**src/rtl/riscv_lsu_dmem.sv**
```systemverilog
// riscv_lsu_dmem: load-store unit between EX/WB and the req/gnt/rvalid data bus; splits misaligned accesses.
// Define LSU_DIFT_TAG_EN to carry a one-bit taint tag alongside store and load data.
module riscv_lsu_dmem #(
  parameter int ADDR_W = 32,
  parameter int DATA_W = 32
) (
  input  logic              clk,
  input  logic              rst_n,
  input  logic              data_req_ex_i,
  input  logic              data_we_ex_i,
  input  logic [1:0]        data_type_ex_i,
  input  logic              data_sign_ext_ex_i,
  input  logic [ADDR_W-1:0] data_addr_ex_i,
  input  logic [DATA_W-1:0] data_wdata_ex_i,
  input  logic              data_misaligned_ex_i,
  input  logic              ex_valid_i,
  output logic              data_misaligned_o,
  output logic              lsu_ready_ex_o,
  output logic              lsu_ready_wb_o,
  output logic [DATA_W-1:0] lsu_rdata_o,
  output logic              data_req_o,
  input  logic              data_gnt_i,
  input  logic              data_rvalid_i,
  output logic [ADDR_W-1:0] data_addr_o,
  output logic              data_we_o,
  output logic [3:0]        data_be_o,
  output logic [DATA_W-1:0] data_wdata_o,
  input  logic [DATA_W-1:0] data_rdata_i
`ifdef LSU_DIFT_TAG_EN
  ,
  input  logic              data_wdata_tag_ex_i,
  output logic              data_wtag_o,
  input  logic              data_rtag_i,
  output logic              lsu_rdata_tag_o
`endif
);
  typedef enum logic [1:0] {IDLE, WAIT_RVALID, WAIT_RVALID_EX_STALL, IDLE_EX_STALL} state_t;
  state_t state;
  logic [1:0] off, type_q, off_q;
  logic is_word, is_half, split, gnt, outstanding, rv, ld_done;
  logic we_q, sign_q, mis_q, first_q;
  logic [3:0] be_base;
  logic [7:0] be_wide;
  logic [2*DATA_W-1:0] src;
  logic [DATA_W-1:0] rdata_q, shifted, ext;

  assign off = data_addr_ex_i[1:0];
  assign is_word = data_type_ex_i == 2'b00;
  assign is_half = data_type_ex_i == 2'b01;
  assign split = (is_word && off != 2'd0) || (is_half && off == 2'd3);
  assign gnt = data_req_o & data_gnt_i;
  assign outstanding = state == WAIT_RVALID || state == WAIT_RVALID_EX_STALL;
  assign rv = data_rvalid_i & outstanding;

  // a new request may only overlap the response of the previous one
  assign data_req_o = data_req_ex_i && (state == IDLE || (state == WAIT_RVALID && data_rvalid_i));
  assign lsu_ready_ex_o = (state == IDLE || state == WAIT_RVALID) ?
                          (state == IDLE || data_rvalid_i) && (!data_req_ex_i || data_gnt_i) : 1'b1;
  assign lsu_ready_wb_o = outstanding ? data_rvalid_i : 1'b1;
  assign data_misaligned_o = gnt & split & !data_misaligned_ex_i;

  assign data_addr_o = {data_addr_ex_i[ADDR_W-1:2] + {{(ADDR_W-3){1'b0}}, data_misaligned_ex_i}, 2'b00};
  assign be_base = is_word ? 4'b1111 : is_half ? 4'b0011 : 4'b0001;
  assign be_wide = {4'b0000, be_base} << off;
  assign data_be_o = !data_req_o ? 4'b0000 : data_misaligned_ex_i ? be_wide[7:4] : be_wide[3:0];
  assign data_we_o = data_req_o & data_we_ex_i;
  assign data_wdata_o = DATA_W'({data_wdata_ex_i, data_wdata_ex_i} >> (6'd32 - {1'b0, off, 3'b000}));

  // second half merges fresh low bytes above the bytes kept from the first half
  assign src = mis_q ? {data_rdata_i, rdata_q} : {{DATA_W{1'b0}}, data_rdata_i};
  assign shifted = DATA_W'(src >> {off_q, 3'b000});
  assign ext = type_q[1] ? {{24{sign_q & shifted[7]}}, shifted[7:0]} :
               type_q[0] ? {{16{sign_q & shifted[15]}}, shifted[15:0]} : shifted;
  assign ld_done = rv & !we_q & !first_q;
  assign lsu_rdata_o = ld_done ? ext : '0;

  always_ff @(posedge clk or negedge rst_n) begin
    if (!rst_n) begin
      state   <= IDLE;
      we_q    <= 1'b0;
      type_q  <= 2'b00;
      off_q   <= 2'b00;
      sign_q  <= 1'b0;
      mis_q   <= 1'b0;
      first_q <= 1'b0;
      rdata_q <= '0;
    end else begin
      if (gnt) begin
        we_q    <= data_we_ex_i;
        type_q  <= data_type_ex_i;
        off_q   <= off;
        sign_q  <= data_sign_ext_ex_i;
        mis_q   <= data_misaligned_ex_i;
        first_q <= split & !data_misaligned_ex_i;
      end
      if (rv && !we_q && first_q) rdata_q <= data_rdata_i;
      case (state)
        IDLE:                 if (gnt) state <= ex_valid_i ? WAIT_RVALID : WAIT_RVALID_EX_STALL;
        WAIT_RVALID:          if (data_rvalid_i) state <= !gnt ? IDLE : ex_valid_i ? WAIT_RVALID : WAIT_RVALID_EX_STALL;
        WAIT_RVALID_EX_STALL: if (data_rvalid_i) state <= ex_valid_i ? IDLE : IDLE_EX_STALL;
        default:              if (ex_valid_i) state <= IDLE;
      endcase
    end
  end

`ifdef LSU_DIFT_TAG_EN
  logic rtag_q;
  assign data_wtag_o = data_wdata_tag_ex_i;
  assign lsu_rdata_tag_o = ld_done & (data_rtag_i | (mis_q & rtag_q));
  always_ff @(posedge clk or negedge rst_n) begin
    if (!rst_n) rtag_q <= 1'b0;
    else if (rv && !we_q && first_q) rtag_q <= data_rtag_i;
  end
`endif
endmodule

```
**config.mk**
```make
export PLATFORM = sky130hd
export DESIGN_NAME = riscv_lsu_dmem
export DESIGN_NICKNAME = d
export VERILOG_FILES = /design/src/rtl/riscv_lsu_dmem.sv
export SDC_FILE = /design/constraint.sdc
export NUM_CORES = 1
export LEC_CHECK = 0
export CAP_MARGIN = 20
export CORE_MARGIN = 8
export CORE_UTILIZATION = 40
export DETAILED_ROUTE_END_ITERATION = 8
export GPL_TIMING_DRIVEN = 0
export PLACE_DENSITY_LB_ADDON = 0.15
export SLEW_MARGIN = 15
export SYNTH_ARGS = -nofsm -noshare
export SYNTH_HDL_FRONTEND = slang
export SYNTH_SLANG_ARGS = --single-unit
```
**constraint.sdc**
```tcl
create_clock -name clk -period 4.3 [get_ports clk]
set_clock_uncertainty 0.05 [all_clocks]
set_input_delay 0.43 -clock clk [delete_from_list [all_inputs] [get_ports clk]]
set_output_delay 0.43 -clock clk [all_outputs]
set_load 0.05 [all_outputs]
```
Word-level counts from Yosys, hierarchy flattened
Cells that the tools add are included.
W data, S select, Z words.
- equality and inequality tests: 7
- $add $sub $neg: 2
- multiplexer cells: 18
- reductions and logical operators: 22
- bitwise operators: 10
- shift-type cells: 3
- operator list (kind ; count):
    $mux W32 ; 3
    $mux W64 ; 1
    $shr A64 B5 Y32 ; 1
    $shr A64 B6 Y32 ; 1
    $add A30 B1 Y30 ; 1
    $mux W2 ; 8
    $mux W4 ; 3
    $and A1 B1 Y1 ; 10
    $shl A4 B2 Y8 ; 1
    $logic_and A1 B1 Y1 ; 7
    $logic_or A1 B1 Y1 ; 6
    $ne A2 B2 Y1 const B ; 3
    $pmux W2 S3 ; 1
    $sub A6 B5 Y6 const A ; 1
    $eq A2 B1 Y1 const B ; 2
    $eq A2 B2 Y1 const B ; 2
    $logic_not A1 Y1 ; 4
    $logic_not A2 Y1 ; 2
    $reduce_and A4 Y1 ; 1
    $reduce_bool A4 Y1 ; 1
    $mux W1 ; 2
    $reduce_bool A2 Y1 ; 1
- input bits: 107
- output and inout bits: 105
- word-level logic and storage cells: 70
- flip-flop bits (word level): 42

Depth between registers and ports, before layout
Gate-level depths: netlist of run 1.
- word-level depth: 8
- gate-level depth with buffers: 9
- depth with buffers taken out: 6

Worst setup path before layout of run 1
No wires, ideal clock.
- path type: input-to-output
- from: in data_addr_ex_i[0]
- to: out data_misaligned_o
- stages: 7
- data required time: 3.820 ns
- arrival time: 2.771 ns
- path buffers: 2
- slack: 1.049 ns
- cells stage by stage: buf_2 inv_1 clkbuf_1 ha_1 nor2_1 a21oi_1 nor4_1
- longest elaborated chain between the ends: 5
- elaborated cells on any way between the ends: 7
- those cells by class: 1 x eq/ne; 2 x bitwise; 4 x reduce/logical
- ends and longest elaborated chain (item ; line ; text):
    start: declaration ; 13 ; input logic [ADDR_W-1:0] data_addr_ex_i,
    $eq A2 B2 Y1 / $reduce_bool A2 Y1 (equally long branches) ; 50 ; assign split = (is_word && off != 2'd0) || (is_half && off == 2'd3);
    $logic_and A1 B1 Y1 ; 50 ;
    $logic_or A1 B1 Y1 * ; 50 ;
    $and A1 B1 Y1 * (2 in series) ; 60 ; assign data_misaligned_o = gnt & split & !data_misaligned_ex_i;
    end: declaration ; 17 ; output logic data_misaligned_o,
Every way passes the cells marked *; elsewhere a longest branch is shown, timed or not.

Worst setup path in the final report of run 1
- from: in data_addr_ex_i[0]
- to: out data_wdata_o[0]
- longest elaborated chain between the ends: 2
- ends and longest elaborated chain (item ; line ; text):
    $sub A6 B5 Y6 ; 67 ; assign data_wdata_o = DATA_W'({data_wdata_ex_i, data_wdata_ex_i} >> (6'd32 - {1'b0, off, 3'b000}));
    $shr A64 B6 Y32 ; 67 ;
    end: declaration ; 27 ; output logic [DATA_W-1:0] data_wdata_o,
Every way passes these cells.

==> results.md, run 1 <==
- First-pass GRT wire length: 30.4 mm
- Largest net degree at the start of global routing: 26
- Finish-stage setup viols: 0
- CTS buffer count: 5
- Initial antenna violation count: 0
- FF-to-FF path depth: 5
- Wirelength per Cell: ~22 um
- Residual DRC: 0
- Fill cells: between 1000 and 1500
- Top cells by area, synth: dfrtp_1 (22%), mux2i_1 (18%), mux2_2 (8.6%)
- Period minus WS final: 4.03 ns
- Most used flip-flop cell after synthesis: dfrtp_1
- Fin. Hold Viols: 0
- Gates resized, CTS repair: 0
- I/O pin cnt: roughly 210
- Data required, critical path: 3.82 ns
- Synth unique cells: 52
- Asr flop ratio synth: 1.00
- DP HPWL: 15.0 mm
- Cells after synthesis: 521
- Synth area leader: dfrtp_1
- Startpoint type of the worst setup path: input pin
- Drt total wl: just under 20 mm
- Area Overhead vs Synth: 52.2%
- Final GP Congestion: ~0.91
- Cts hold-fix bufs: 0
- H-tree Lvls: 2
- Layout cells sized above 1: 0.138
- Max_slew headroom: 0.433
- Synthesized area per cell: roughly 9.3 um^2
- PwrDens: 587 mW/mm^2
- First drt pass iteration count: 5
- Vias per inst: 6.06
- Crit end category: primary output
- RSZ-0062 raised after global routing: false
- Skew-Pair Late Insertion Delay: 0.28 ns
- CP Class: in -> out
- Die Wd: roughly 130 um
- Post-synthesis sequential area ratio: 0.217
- Critical Path Max Stage Delay: 0.84 ns
- Most frequent cells in the layout: clkdlybuf4s50_1 (198), mux2i_1 (87), dfrtp_1 (42)
- Warnings, synthesis: 0
- Core Area: between 0.01 and 0.015 mm^2
- Crit-path slowest cell: clkdlybuf4s50_1
- Yosys top cell area share: 0.217
- Total power: approximately 4.3 mW
- Port bufs: around 210
- Die Area: 0.0159 mm^2
- Total number of vias: ~5400
- Most common cell after layout, fill and taps aside: clkdlybuf4s50_1
- Place WS: about 0.024 ns
- Row cnt: 40
- Die Span Y: 126 um
- Max IR drop VDD: about 360 uV
- Number of global-route vias before repair: 5694
- PnR worst setup slack: ~0.27 ns
- CTS sink count: 42
- Count of state elements after synthesis: 42
- Leakage: slightly above 3 nW
- Crit-path cells: clkdlybuf4s50_1 -> buf_2 -> inv_1 -> clkbuf_1 -> ha_1 -> clkbuf_1 -> buf_2 -> mux2i_1 -> clkdlybuf4s50_1
- Iter 0 DRT Violations: between 300 and 400
- Mapped cell area: 0.00484 mm^2
- Number of diodes: 0
- Tot GR Track Use: 0.235
- Max Fanout on Critical Path: 10
- Post-CTS setup buffers: 0
- Grt total ovfl: 0
- Final period util: 0.937
- Post-synth EDFFs: 0
- Total of max-cap violations: 0
- Initial Utilization: 0.407
- Clk buf depth: 2
- Run status: completed
- CTS Root Cell: clkbuf_16
- Worst EP arrival: ~3.6 ns
- Worst hold path type: in -> async
- CTS tree: built
- F_max: ~250 MHz
- Final net count: roughly 850
- Clock Pin Slew Worst Setup and Hold Paths: about 0.060 ns
- Fin. max-slew vios: 0
- Worst-Margin Slew: 0.851 ns
- DRT antenna net count: 0
-- worst max-delay path, delay by kind of cell --
family / cells / cell delay [ns]
fa+ha+maj: 1 / 0.36
buf+inv: 7 / 2.51
mux: 1 / 0.24
-- path summary, 6_finish.rpt --
kind	start	slack (ns)	end
max reg2reg	state[0]	1.90	rdata_q[2]
max in group asynchronous	rst_n	3.59	rdata_q[11]
min reg2reg	first_q	0.45	first_q
min in group clk	first_q	0.45	first_q
min	rst_n	0.10	rdata_q[6]
max	data_addr_ex_i[0]	0.27	data_wdata_o[0]
-- stage by stage --
step           utilization  cell area, um^2  hold slack [ns]  instances  setup TNS (ns)
2_1_floorplan            -             4850           0.0844        522               0
3_3_place_gp         0.598             7120            0.426        878        -0.00308
3_5_place_dp         0.600             7150            0.415        879               0
4_1_cts              0.617             7350            0.120        887               0
5_1_grt              0.619             7370            0.139        887               0
6_report             0.619             7370            0.103        887               0
-- metal layers --
metal,up-vias,share of wire,track usage
met5,-,0,0
met4,0,0.027,0.0786
met3,40,0.083,0.0620
met2,277,0.50,0.425
met1,2635,0.39,0.261
li1,2423,-,-
-- logic make-up (layout without fill, tap and decap cells) --
logic type	count (synthesis)	in the layout	share of synthesized area
multiplexers	142	142	0.349
AND/OR/NAND/NOR	121	121	0.134
AO/OA/AOI/OAI	120	120	0.166
buffers and inverters	58	276	0.0591
flip-flops	42	42	0.217
XOR/XNOR	28	28	0.0506
adder cells (fa/ha/maj)	9	9	0.0227
other	1	2	0.000774
-- report_power, final --
group,switching [mW],internal [mW],total [mW]
logic,1.84,1.24,3.08
registers,0.144,0.590,0.734
clock network,0.160,0.349,0.509
total,2.15,2.18,4.33
-- flip-flops by register name, indices dropped and copies added (netlist names) --
signal   cells
type_q       2
first_q      1
rdata_q     32
state        2
mis_q        1
off_q        2
we_q         1
sign_q       1
-- cell usage after synthesis, types with 11 or more instances --
library cell  number
a21oi_1           14
a22oi_1           23
buf_2             12
clkbuf_1          22
dfrtp_1           42
inv_1             11
mux2_2            37
mux2i_1           87
mux4_2            18
nand2_1           17
nand3_1           11
nor2_1            36
o21ai_0           23
o22ai_1           25
xnor2_1           17
xor2_1            11
-- layout make-up --
cell class | instances | area [um^2] | share of cell area
plain buffers | 46 | 244 | 0.0331
clock buffers | 6 | 139 | 0.0188
clock inverters | 2 | 60.1 | 0.00815
inverters | 12 | 45.0 | 0.00611
multi-input cells | 422 | 3510 | 0.476
flip-flops and latches | 42 | 1050 | 0.143
well taps | 147 | 184 | 0.0249
repair buffers | 210 | 2140 | 0.290
(Power assumes the default switching activity.)
==> inputs of run 2 (changes only) <==
--- a/config.mk
+++ b/config.mk
@@ -7,10 +7,11 @@
 export LEC_CHECK = 0
 export CAP_MARGIN = 20
 export CORE_MARGIN = 8
-export CORE_UTILIZATION = 40
+export CORE_UTILIZATION = 47
 export DETAILED_ROUTE_END_ITERATION = 8
 export GPL_TIMING_DRIVEN = 0
 export PLACE_DENSITY_LB_ADDON = 0.15
+export SKIP_CTS_REPAIR_TIMING = 1
 export SLEW_MARGIN = 15
 export SYNTH_ARGS = -nofsm -noshare
 export SYNTH_HDL_FRONTEND = slang
==> run 2 against run 1 <==
Maximum frequency shrank 1.2%. Cell area shrank 2.1%. Sequential share of layout area grew 0.31 points. Non-clock buffer count grew 1. Final cell count shrank 1.2%. Routed wire length shrank 4.9%. Largest power group unchanged.
==> results.md, run 2 (same netlist as run 1, synthesis figures left out) <==
- Clk pwr share: 0.061 (was 0.118)
- Startpoint type of the worst setup path: input pin (unchanged)
- Fin cells: 876 (was 887)
- Area Overhead vs Synth: 48.9% (was 52.2%)
- Placed cells: 868 (was 879)
- Initial antenna violation count: 0 (unchanged)
- Drt total wl: 18.5 mm (was 19.5 mm)
- First drt pass iteration count: 5 (unchanged)
- Comb power frac: 0.757 (was 0.713)
- CTS sink count: 42 (unchanged)
- Most frequent cells in the layout: clkdlybuf4s50_1 (208), mux2i_1 (87), dfrtp_1 (42) (was clkdlybuf4s50_1 (198), mux2i_1 (87), dfrtp_1 (42))
- Tot GR Track Use: 0.260 (was 0.235)
- Final period util: 0.949 (was 0.937)
- Finish-stage setup viols: 0 (unchanged)
- Max FFs per register: 32 (unchanged)
- FF-to-FF path depth: 5 (unchanged)
- Run status: completed (unchanged)
- Final GP Congestion: 0.979 (was 0.914)
- Worst hold path type: reg -> reg (was in -> async)
- F_max: 245 MHz (was 248 MHz)
- Final net count: 855 (was 854)
- Fill cells: 827 (was 1048)
- Die Span Y: 118 um (was 126 um)
- WHS: 0.459 ns (was 0.103 ns)
- Met3 GRT Util: 0.0863 (was 0.0620)
- Grt total ovfl: 0 (unchanged)
- Max_slew headroom: 0.502 (was 0.433)
- CTS Root Cell: clkbuf_8 (was clkbuf_16)
- First-pass GRT wire length: 30.1 mm (was 30.4 mm)
- Flop-to-flop setup slack: 2.01 ns (was 1.90 ns)
- I/O pin cnt: 212 (unchanged)
- PnR worst setup slack: 0.219 ns (was 0.270 ns)
- Skew-Pair Late Insertion Delay: 0.29 ns (was 0.28 ns)
- Place WS: 0.0169 ns (was 0.0244 ns)
- H-tree Lvls: 2 (unchanged)
- Met1 global-route usage: 0.298 (was 0.261)
- Final Cell Area: 0.00722 mm^2 (was 0.00737 mm^2)
- Wirelength per Cell: 21.2 um (was 22.0 um)
- Max IR drop VDD: 311 uV (was 361 uV)
- CP Class: in -> out (unchanged)
- RSZ-0062 raised after global routing: false (unchanged)
- Clock Pin Slew Worst Setup and Hold Paths: 0.08 ns (was 0.06 ns)
- Residual DRC: 0 (unchanged)
- Placed Area: 0.00713 mm^2 (was 0.00715 mm^2)
- Die Wd: 118 um (was 126 um)
- Seq pwr share: 0.183 (was 0.170)
- Busiest grt layer: met2 (unchanged)
- Biggest register: rdata_q (unchanged)
- Initial Utilization: 0.476 (was 0.407)
- Fin. max-slew vios: 0 (unchanged)
- Data required, critical path: 3.82 ns (about the same)
- Core Area: 0.0102 mm^2 (was 0.0119 mm^2)
- Internal power: 1.94 mW (was 2.18 mW)
- Switch share: 0.517 (was 0.496)
- Total power: 4.02 mW (was 4.33 mW)
- Switching power: 2.08 mW (was 2.15 mW)
- Largest net degree at the start of global routing: 35 (was 26)
- DP HPWL: 14.9 mm (was 15.0 mm)
- Row cnt: 37 (was 40)
- Total number of vias: 5290 (was 5375)
- Max Fanout on Critical Path: 10 (unchanged)
- PwrDens: 558 mW/mm^2 (was 587 mW/mm^2)
- Die Area: 0.0138 mm^2 (was 0.0159 mm^2)
- Leakage: 2.94 nW (was 3.11 nW)
- Global-route met2 utilization: 0.460 (was 0.425)
- Number of diodes: 0 (unchanged)
- Hold EP: rdata_q[0]
- Total of max-cap violations: 0 (unchanged)
- Hold Crit Start: rdata_q[0]
- Clk buf depth: 2 (unchanged)
- Worst-Margin Slew: 0.747 ns (was 0.851 ns)
- Period minus WS final: 4.08 ns (was 4.03 ns)
- Fin. Hold Viols: 0 (unchanged)
- CTS buffer count: 5 (unchanged)
- DRT antenna net count: 0 (unchanged)
- Layout cells sized above 1: 0.135 (was 0.138)
- Vias per inst: 6.04 (was 6.06)
- Most common cell after layout, fill and taps aside: clkdlybuf4s50_1 (unchanged)
- Crit end category: primary output (unchanged)
- Hold depth: 1
- Number of global-route vias before repair: 5628 (was 5694)
- RR Endpoint: rdata_q[25] (was rdata_q[2])
- CTS tree: built (unchanged)
- Iter 0 DRT Violations: 350 (was 360)
- Port bufs: 209 (unchanged)
- Worst EP arrival: 3.60 ns (was 3.55 ns)
- Reg2reg start: state[0] (unchanged)
[run 2: power groups by stage]
stage | registers [mW] | logic, mW | clock network, mW
after global placement | 0.720 | 2.96 | 0
after detailed placement | 0.739 | 3.01 | 0
after CTS | 0.730 | 3.02 | 0.251
final | 0.735 | 3.04 | 0.243
after global routing | 0.761 | 3.20 | 0.268
after floorplan | 0.688 | 2.14 | 0
[run 2: layer usage]
metal / routed length (um) / up-vias
li1: - / 2433
met1: 7280 / 2575
met2: 9270 / 261
met3: 1780 / 21
met4: 203 / 0
met5: 0 / -
[run 2: worst max-delay path by stage]
| stage | cells past startpoint | slack (ns) | end | from |
|---|---|---|---|---|
| after detailed placement | 11 | 0.02 | data_wdata_o[24] | data_addr_ex_i[0] |
| after CTS | 11 | 0.003 | data_wdata_o[24] | data_addr_ex_i[0] |
| after floorplan | 7 | 1.05 | data_misaligned_o | data_addr_ex_i[0] |
| final | 11 | 0.22 | data_wdata_o[24] | data_addr_ex_i[0] |
| after global placement | 11 | -0.01 | data_wdata_o[25] | data_addr_ex_i[0] |
| after global routing | 11 | 0.03 | data_wdata_o[24] | data_addr_ex_i[0] |
[run 2: layout make-up]
cell class | count | area, um^2 | share of cell area
multi-input cells | 422 | 3510 | 0.487
plain buffers | 46 | 245 | 0.0340
inverters | 12 | 45.0 | 0.00624
flip-flops and latches | 42 | 1050 | 0.146
well taps | 136 | 170 | 0.0236
clock buffers | 7 | 76.3 | 0.0106
repair buffers | 211 | 2120 | 0.293
[run 2: critical path: stages]
cell	delay (ns)
clkdlybuf4s50_1	0.48
buf_2	0.19
inv_1	0.09
clkbuf_2	0.23
ha_1	0.33
clkbuf_1	0.26
nand2b_1	0.09
clkbuf_1	0.20
clkbuf_2	0.25
o22ai_1	0.20
clkdlybuf4s50_1	0.84
[run 2: metrics by stage]
| stage | utilization | TNS, ns |
|---|---|---|
| after floorplan | - | 0 |
| after global placement | 0.698 | -0.0127 |
| after detailed placement | 0.700 | 0 |
| after CTS | 0.707 | 0 |
| after global routing | 0.708 | 0 |
| final | 0.708 | 0 |
